--- src/rtl/flash_arb_pkg.sv ---
// Shared types and sizing helpers for the Flash bus arbiter.
// The phase counter holds 0..BYTE_CYCLES-1 and is sized from the access time.
package flash_arb_pkg;

    typedef enum logic [2:0] {
        ST_IDLE     = 3'd0,
        ST_CPU_HI   = 3'd1,
        ST_CPU_LO   = 3'd2,
        ST_CPU_BYTE = 3'd3,
        ST_DISK     = 3'd4,
        ST_ACK      = 3'd5
    } arb_state_e;

    localparam int BYTE_CYCLES_DEFAULT = 1;

    function automatic int phase_cnt_width(input int byte_cycles);
        return (byte_cycles < 1) ? 1 : $clog2(byte_cycles + 1);
    endfunction

endpackage

--- src/rtl/flash_bus_arbiter.sv ---
// Shares the 8-bit Flash bus between CPU word/byte reads and disk byte reads.
// All pin-facing outputs and acks are registered; a losing disk request wins next time.
module flash_bus_arbiter
    import flash_arb_pkg::*;
#(
    parameter int BYTE_CYCLES = BYTE_CYCLES_DEFAULT
) (
    input  logic        clk8,
    input  logic        reset,
    input  logic        cpuReq,
    input  logic [20:0] cpuWordAddr,
    input  logic        cpuByteMode,
    input  logic        cpuA0,
    output logic        cpuAck,
    output logic [15:0] cpuData,
    input  logic        diskReq,
    input  logic [21:0] diskByteAddr,
    output logic        diskAck,
    output logic [7:0]  diskData,
    output logic [21:0] flashAddr,
    input  logic [7:0]  flashData,
    output logic        _flashCE,
    output logic        _flashOE
);

    localparam int              PW         = phase_cnt_width(BYTE_CYCLES);
    localparam logic [PW-1:0]   PHASE_LAST = PW'(BYTE_CYCLES - 1);
    localparam logic [PW-1:0]   PHASE_ONE  = PW'(1);

    arb_state_e     state_q, state_d;
    logic [PW-1:0]  phase_q, phase_d;
    logic [20:0]    cpu_addr_q, cpu_addr_d;
    logic           cpu_a0_q, cpu_a0_d;
    logic [21:0]    disk_addr_q, disk_addr_d;
    logic           disk_sel_q, disk_sel_d;
    logic           disk_waited_q, disk_waited_d;
    logic [15:0]    cpu_data_q, cpu_data_d;
    logic [7:0]     disk_data_q, disk_data_d;
    logic           cpu_ack_q, cpu_ack_d;
    logic           disk_ack_q, disk_ack_d;
    logic [21:0]    flash_addr_q, flash_addr_d;
    logic           flash_ce_n_q, flash_ce_n_d;
    logic           flash_oe_n_q, flash_oe_n_d;
    logic           phase_last_s;
    logic           bus_busy_s;

    assign phase_last_s = (phase_q == PHASE_LAST);

    // Next-state: arbitration in IDLE, byte-phase sequencing and data capture.
    always_comb begin
        state_d       = state_q;
        phase_d       = '0;
        cpu_addr_d    = cpu_addr_q;
        cpu_a0_d      = cpu_a0_q;
        disk_addr_d   = disk_addr_q;
        disk_sel_d    = disk_sel_q;
        disk_waited_d = disk_waited_q;
        cpu_data_d    = cpu_data_q;
        disk_data_d   = disk_data_q;

        case (state_q)
            ST_IDLE: begin
                // A disk request that already lost once takes priority over the CPU.
                if (cpuReq && !(diskReq && disk_waited_q)) begin
                    cpu_addr_d    = cpuWordAddr;
                    cpu_a0_d      = cpuA0;
                    disk_sel_d    = 1'b0;
                    disk_waited_d = disk_waited_q | diskReq;
                    state_d       = cpuByteMode ? ST_CPU_BYTE : ST_CPU_HI;
                end else if (diskReq) begin
                    disk_addr_d   = diskByteAddr;
                    disk_sel_d    = 1'b1;
                    disk_waited_d = 1'b0;
                    state_d       = ST_DISK;
                end else begin
                    state_d       = ST_IDLE;
                end
            end
            ST_CPU_HI: begin
                if (phase_last_s) begin
                    cpu_data_d[15:8] = flashData;
                    state_d          = ST_CPU_LO;
                end else begin
                    phase_d          = phase_q + PHASE_ONE;
                end
            end
            ST_CPU_LO: begin
                if (phase_last_s) begin
                    cpu_data_d[7:0] = flashData;
                    state_d         = ST_ACK;
                end else begin
                    phase_d         = phase_q + PHASE_ONE;
                end
            end
            ST_CPU_BYTE: begin
                if (phase_last_s) begin
                    cpu_data_d = {8'h00, flashData};
                    state_d    = ST_ACK;
                end else begin
                    phase_d    = phase_q + PHASE_ONE;
                end
            end
            ST_DISK: begin
                if (phase_last_s) begin
                    disk_data_d = flashData;
                    state_d     = ST_ACK;
                end else begin
                    phase_d     = phase_q + PHASE_ONE;
                end
            end
            ST_ACK: begin
                state_d = ST_IDLE;
            end
            default: begin
                state_d = ST_IDLE;
            end
        endcase
    end

    // Output decode from the next state so pins and acks come straight off flops.
    always_comb begin
        flash_addr_d = flash_addr_q;
        bus_busy_s   = 1'b0;
        case (state_d)
            ST_CPU_HI: begin
                flash_addr_d = {cpu_addr_d, 1'b0};
                bus_busy_s   = 1'b1;
            end
            ST_CPU_LO: begin
                flash_addr_d = {cpu_addr_d, 1'b1};
                bus_busy_s   = 1'b1;
            end
            ST_CPU_BYTE: begin
                flash_addr_d = {cpu_addr_d, cpu_a0_d};
                bus_busy_s   = 1'b1;
            end
            ST_DISK: begin
                flash_addr_d = disk_addr_d;
                bus_busy_s   = 1'b1;
            end
            default: begin
                flash_addr_d = flash_addr_q;
                bus_busy_s   = 1'b0;
            end
        endcase
        flash_ce_n_d = ~bus_busy_s;
        flash_oe_n_d = ~bus_busy_s;
        cpu_ack_d    = (state_d == ST_ACK) && !disk_sel_d;
        disk_ack_d   = (state_d == ST_ACK) && disk_sel_d;
    end

    // State and output registers; reset abandons any transfer without an ack.
    always_ff @(posedge clk8) begin
        if (reset) begin
            state_q       <= ST_IDLE;
            phase_q       <= '0;
            cpu_addr_q    <= 21'h0;
            cpu_a0_q      <= 1'b0;
            disk_addr_q   <= 22'h0;
            disk_sel_q    <= 1'b0;
            disk_waited_q <= 1'b0;
            cpu_data_q    <= 16'h0000;
            disk_data_q   <= 8'h00;
            cpu_ack_q     <= 1'b0;
            disk_ack_q    <= 1'b0;
            flash_addr_q  <= 22'h0;
            flash_ce_n_q  <= 1'b1;
            flash_oe_n_q  <= 1'b1;
        end else begin
            state_q       <= state_d;
            phase_q       <= phase_d;
            cpu_addr_q    <= cpu_addr_d;
            cpu_a0_q      <= cpu_a0_d;
            disk_addr_q   <= disk_addr_d;
            disk_sel_q    <= disk_sel_d;
            disk_waited_q <= disk_waited_d;
            cpu_data_q    <= cpu_data_d;
            disk_data_q   <= disk_data_d;
            cpu_ack_q     <= cpu_ack_d;
            disk_ack_q    <= disk_ack_d;
            flash_addr_q  <= flash_addr_d;
            flash_ce_n_q  <= flash_ce_n_d;
            flash_oe_n_q  <= flash_oe_n_d;
        end
    end

    assign cpuAck    = cpu_ack_q;
    assign cpuData   = cpu_data_q;
    assign diskAck   = disk_ack_q;
    assign diskData  = disk_data_q;
    assign flashAddr = flash_addr_q;
    assign _flashCE  = flash_ce_n_q;
    assign _flashOE  = flash_oe_n_q;

endmodule
--- config.mk ---
export PLATFORM = sky130hd
export DESIGN_NAME = flash_bus_arbiter
export DESIGN_NICKNAME = d
export VERILOG_FILES = /design/src/rtl/flash_arb_pkg.sv /design/src/rtl/flash_bus_arbiter.sv
export SDC_FILE = /design/constraint.sdc
export NUM_CORES = 1
export LEC_CHECK = 0
export ABC_AREA = 0
export CORE_UTILIZATION = 47
export CTS_CLUSTER_SIZE = 14
export DETAILED_ROUTE_END_ITERATION = 7
export GPL_TIMING_DRIVEN = 0
export HOLD_SLACK_MARGIN = 0.03
export PLACE_DENSITY = 0.79
export SLEW_MARGIN = 20
export SYNTH_ARGS = -nofsm -noshare
export SYNTH_HDL_FRONTEND = slang
export SYNTH_SLANG_ARGS = --single-unit
--- constraint.sdc ---
create_clock -name clk8 -period 2.65 [get_ports clk8]
set_clock_uncertainty 0.05 [all_clocks]
set_input_delay 0.53 -clock clk8 [delete_from_list [all_inputs] [get_ports clk8]]
set_output_delay 0.53 -clock clk8 [all_outputs]
set_load 0.05 [all_outputs]
### After elaboration in Yosys (flattened, before gate mapping)

Cells that the tools add are included.

* bitwise gates (word level): 4
* eq/ne operators: 12
* mux-type cells: 24
* add/subtract/negate cells: 1
* reduce and logical (&&, ||, !) cells: 19

Operators with widths (count)
* 22-bit case mux with 4 select lines: 1
* 22-bit 2-to-1 mux: 3
* 21-bit 2-to-1 mux: 2
* 8-bit case mux with 2 select lines: 2
* 16-bit 2-to-1 mux: 1
* 3-bit by 2-bit equality test with 1-bit output, second input constant: 4
* 3-bit 2-to-1 mux: 4
* 3-bit equality test, second input constant: 3
* 3-bit case mux with 3 select lines: 1
* 1-bit 2-to-1 mux: 8
* 8-bit 2-to-1 mux: 1
* 4-bit OR reduction: 2
* 3-bit by 1-bit equality test with 1-bit output, second input constant: 2
* 2-bit != test, second input constant: 3
* 3-bit AND reduction: 2
* 2-bit nonzero test: 3
* 3-bit OR reduction: 2
* 1-bit logical AND: 4
* 2-bit AND reduction: 2
* 4-bit nonzero test: 1
* 3-bit logical NOT: 1
* 1-bit NOT: 3
* 1-bit logical NOT: 2
* 2-bit 2-to-1 mux: 1
* 2 further kinds: 2

* output and inout port bits: 50
* register bits after elaboration: 99
* input port bits: 57
* word-level logic and storage cells: 74

### Logic depth before layout (Yosys ltp)

* depth in word-level cells: 9
* depth in mapped cells: 7
* mapped depth without buffers: 5

### Worst setup path before layout

Ideal clock, no wire load.

* path type: in2reg
* start point: input cpuReq
* end point: register flash_addr_q[10] (netlist: flashAddr[10])
* arrival: 2.109 ns
* path slack: 0.369 ns
* library setup time: 0.122 ns
* stages on the path: 6
* path buffers: 1
* data required time: 2.478 ns
* cell sequence: a21bo_2 -> nor4_2 -> buf_2 -> mux2i_1 -> nor3_1 -> a221o_1

* cells in the longest elaborated chain, start to end: 5
* elaborated cells between the ends (all ways): 13
* classes of those cells: 4 x eq/ne; 7 x mux; 2 x reduce/logical

RTL lines
* from (decl): line flash_bus_arbiter.sv:10 `input logic cpuReq,`
* 1-bit logical AND (*): line flash_bus_arbiter.sv:64 `if (cpuReq && !(diskReq && disk_waited_q)) begin`
* 3-bit 2-to-1 mux: line flash_bus_arbiter.sv:64
* 3-bit case mux with 3 select lines: line flash_bus_arbiter.sv:61 `case (state_q)`
* 3-bit equality test, or another cell as far along: line flash_bus_arbiter.sv:124 `case (state_d)`
* 22-bit case mux with 4 select lines or 4-bit nonzero test (tied branches)
* to (signal assigned): line flash_bus_arbiter.sv:181 `flash_addr_q <= flash_addr_d;`
* to (decl): line flash_bus_arbiter.sv:41 `logic [21:0] flash_addr_q, flash_addr_d;`

Every way passes the cells marked *; elsewhere a longest branch is shown, timed or not.
A chain may end at the register's enable or synchronous reset.

### Final worst setup path

* start point: input cpuReq
* end point: register flash_addr_q[7] (netlist: flashAddr[7])

Same word-level chain as after synthesis.

==> out/results.ini <==
[critical_path]
timing.rr.end=flashAddr[20]$_SDFFE_PP0N_
cp_slowest_cell=clkdlybuf4s50_1
required_ns=2.85
cpPeakStageDelay_ns=0.47
worst_setup_path_end_kind=register
ff2ff_path_depth=6
crit_chain=clkdlybuf4s50_1 > a21bo_2 > nor4_4 > clkbuf_4 > mux2i_1 > nor3_1 > a221o_1
critPathTopFamily=buffers and inverters
rrSetupSlack_ns=0.37
path_buf_inv=2
crit_path_max_fanout=10
path_class=input port to register
worstReg2RegStart=state_q[2]$_SDFF_PP0_
critPathArrivalTime_ns=2.69
worstSetupStartpointType=input port

[worst_hold_path]
hold_path_class=register to register
hold_start=diskData[0]$_SDFFE_PP0P_
hold_path_end=diskData[0]$_SDFFE_PP0P_
holdPathStages=2

[route]
drc_errors=0
wl_mm=9.07
routed-via-count=3118
viasPerCell=5.15
drt-initial-drc-count=98
ant_nets=0
drt-wirelength-per-cell_um=15.0
drtPass1Iterations=4

[cts]
postCtsSetupBuffers=0
cts_tree=done
clock-sinks=99
clk_pin_slew_worst_paths_ns=0.08
holdBufCountCts=0
h-tree-depth=3
clk_path_buf_depth=2
root_buffer=clkbuf_8
clk_latency_ns=0.36
numCtsBuffers=9

[cells_and_area]
layout_commonest_cell=clkdlybuf4s50_1
num-nets-final=559
fillCellCount=581
final_cell_mix=clkdlybuf4s50_1 (105), dfxtp_1 (99), nand2_1 (61)
final_util_pct=68.0
drive_above_1_share_pct=5.72
syn2layout_area_growth_pct=37.4
antennaDiodeCount=0
final_cell_area_um2=5010

[place]
placed_area_um2=4820
dp_hpwl_mm=6.61
gp_congestion=0.870
port_buffers=105

[grt]
grt_pass1_vias=3011
antenna_found_initial=0
grtUsageTotal_pct=22.5
grt_pass1_wl_mm=14.6
grt_max_degree=17
overflow=0

[power_and_ir_drop]
powerDensity_nw_per_um2=762
finalPower_mw=3.82
swShare_pct=35.1
ir_worst_vdd_mv=0.392
combPwrFrac_pct=31.6
power_frac_seq_pct=45.3
clkPwrFrac_pct=23.1
leakage_nw=1.82
internal_power_mw=2.48
p_sw_mw=1.34

[yosys]
synth_top_area_share_pct=54.3
avgSynthCellArea_um2=9.45
yosysTopAreaCell=dfxtp_1
synth-seq-cells=99
syn_inst=386
ys_types=33
synth_nets=443
seq_area_frac_synth_pct=54.3
synthTopCellsByArea=dfxtp_1 (54%), mux2i_1 (9.1%), nand2_1 (6.3%), a221o_1 (5.5%), nor2_1 (4.6%)
netlist_area_um2=3650
yosys_warnings=0

[sta]
rsz0062_at_grt=no
fin_crit_ns=2.49
fmax_mhz=401
max_slew.worst_pin.slew_ns=0.952
fin_crit_sh_pct=94.1
hold_ws_ns=0.414
final-max-slew-violation-count=0
report.final.setup_viol=0
slew_headroom_pct=36.4
hold_viol=0

[floorplanning]
row_count=31
start_util_pct=49.5
core_um2=7370
die_h_um=90.1
pin_count=107
die_w_um=90.1
die-area_um2=8120

[flow_run]
drv_cap=0

[outcome]
status=completed

-- layer usage --
metal	vias up	global-route usage (%)	wire, um
li1	1565	-	-
met1	1445	27.7	3910
met2	95	39.1	4530
met3	13	3.55	471
met4	0	9.27	155
met5	-	0	0
-- worst register-to-register path, cell delays in order (launching register included) --
cell and delay, ns:
dfxtp_1 0.40, nor4b_4 0.38, nand2b_2 0.16, a2111oi_4 0.51
nor3_1 0.10, buf_2 0.21, a221o_1 0.37
-- power groups by stage --
stage                     registers [mW]  logic [mW]  clock network, mW
after floorplan                     2.04       0.521                  0
after global placement              1.76        1.18                  0
after detailed placement            1.76        1.20                  0
after CTS                           1.73        1.21              0.898
after global routing                1.75        1.29              0.952
final                               1.73        1.21              0.883
-- flip-flops by register name, indices dropped and copies added (netlist names) --
register and cells:
cpuAck 1, cpu_addr_q 21, state_q 3, disk_sel_q 1, disk_waited_q 1, flashAddr 22
disk_addr_q 22, cpuData 16, diskAck 1, cpu_a0_q 1, _flashOE 1, diskData 8
phase_q 1
-- worst max path at each step --
stage	cells past startpoint	to	slack, ns	startpoint
floorplan	6	flashAddr[10]$_SDFFE_PP0N_	0.37	cpuReq
global placement	7	flashAddr[9]$_SDFFE_PP0N_	-0.51	cpuReq
detailed placement	7	flashAddr[7]$_SDFFE_PP0N_	-0.56	cpuReq
CTS	7	flashAddr[7]$_SDFFE_PP0N_	0.07	cpuReq
global route	7	flashAddr[7]$_SDFFE_PP0N_	0.01	cpuReq
finish	7	flashAddr[7]$_SDFFE_PP0N_	0.16	cpuReq
-- Yosys cell counts, drive strengths merged --
| cell type | count |
|---|---|
| dfxtp | 99 |
| a211o | 1 |
| nand2b | 4 |
| nor3 | 24 |
| nand3b | 1 |
| nor4b | 1 |
| o21ai | 3 |
| inv | 1 |
| o2bb2ai | 1 |
| o21bai | 1 |
| mux2i | 33 |
| a21oi | 32 |
| a2111oi | 1 |
| nand2 | 61 |
| or4 | 1 |
| a22oi | 8 |
| a221o | 20 |
| or3 | 1 |
| nor3b | 3 |
| conb | 1 |
| clkbuf | 23 |
| and3 | 1 |
| o31ai | 1 |
| nor2b | 5 |
| mux2 | 2 |
| a21bo | 1 |
| nor2 | 45 |
| nor4 | 2 |
| buf | 9 |
-- layout make-up --
cell class / count / area [um^2] / area share (%)
sequential: 99 / 1980 / 39.5
clock buffer: 11 / 141 / 2.82
inverter: 1 / 3.75 / 0.0749
tap: 99 / 124 / 2.47
multi-input combinational: 254 / 1540 / 30.7
clock inverter: 5 / 38.8 / 0.773
buffer: 32 / 134 / 2.67
timing repair buffer: 105 / 1050 / 21.0
-- stage by stage --
step	worst slack, ns	cells	setup TNS [ns]
finish	0.155	606	0
global route	0.0130	606	0
CTS	0.0664	606	0
detailed placement	-0.556	590	-14.14
global placement	-0.505	590	-12.93
floorplan	0.369	386	0
-- cells by family after synthesis --
logic type             synth area share (%)
buffers and inverters                  3.70
other                                 0.103
muxes                                  9.67
and+or+nand+nor                        18.3
DFF                                    54.3
AOI/OAI and AO/OA                      13.9
-- repair_timing --
| action | 4_1_cts | 5_1_grt |
|---|---|---|
| gates cloned | 0 | 0 |
| endpoints found under the hold margin | 0 | 0 |
| gates resized for setup | 1 | 1 |
| setup endpoints to repair | 20 | 2 |
(Power assumes the default switching activity.)
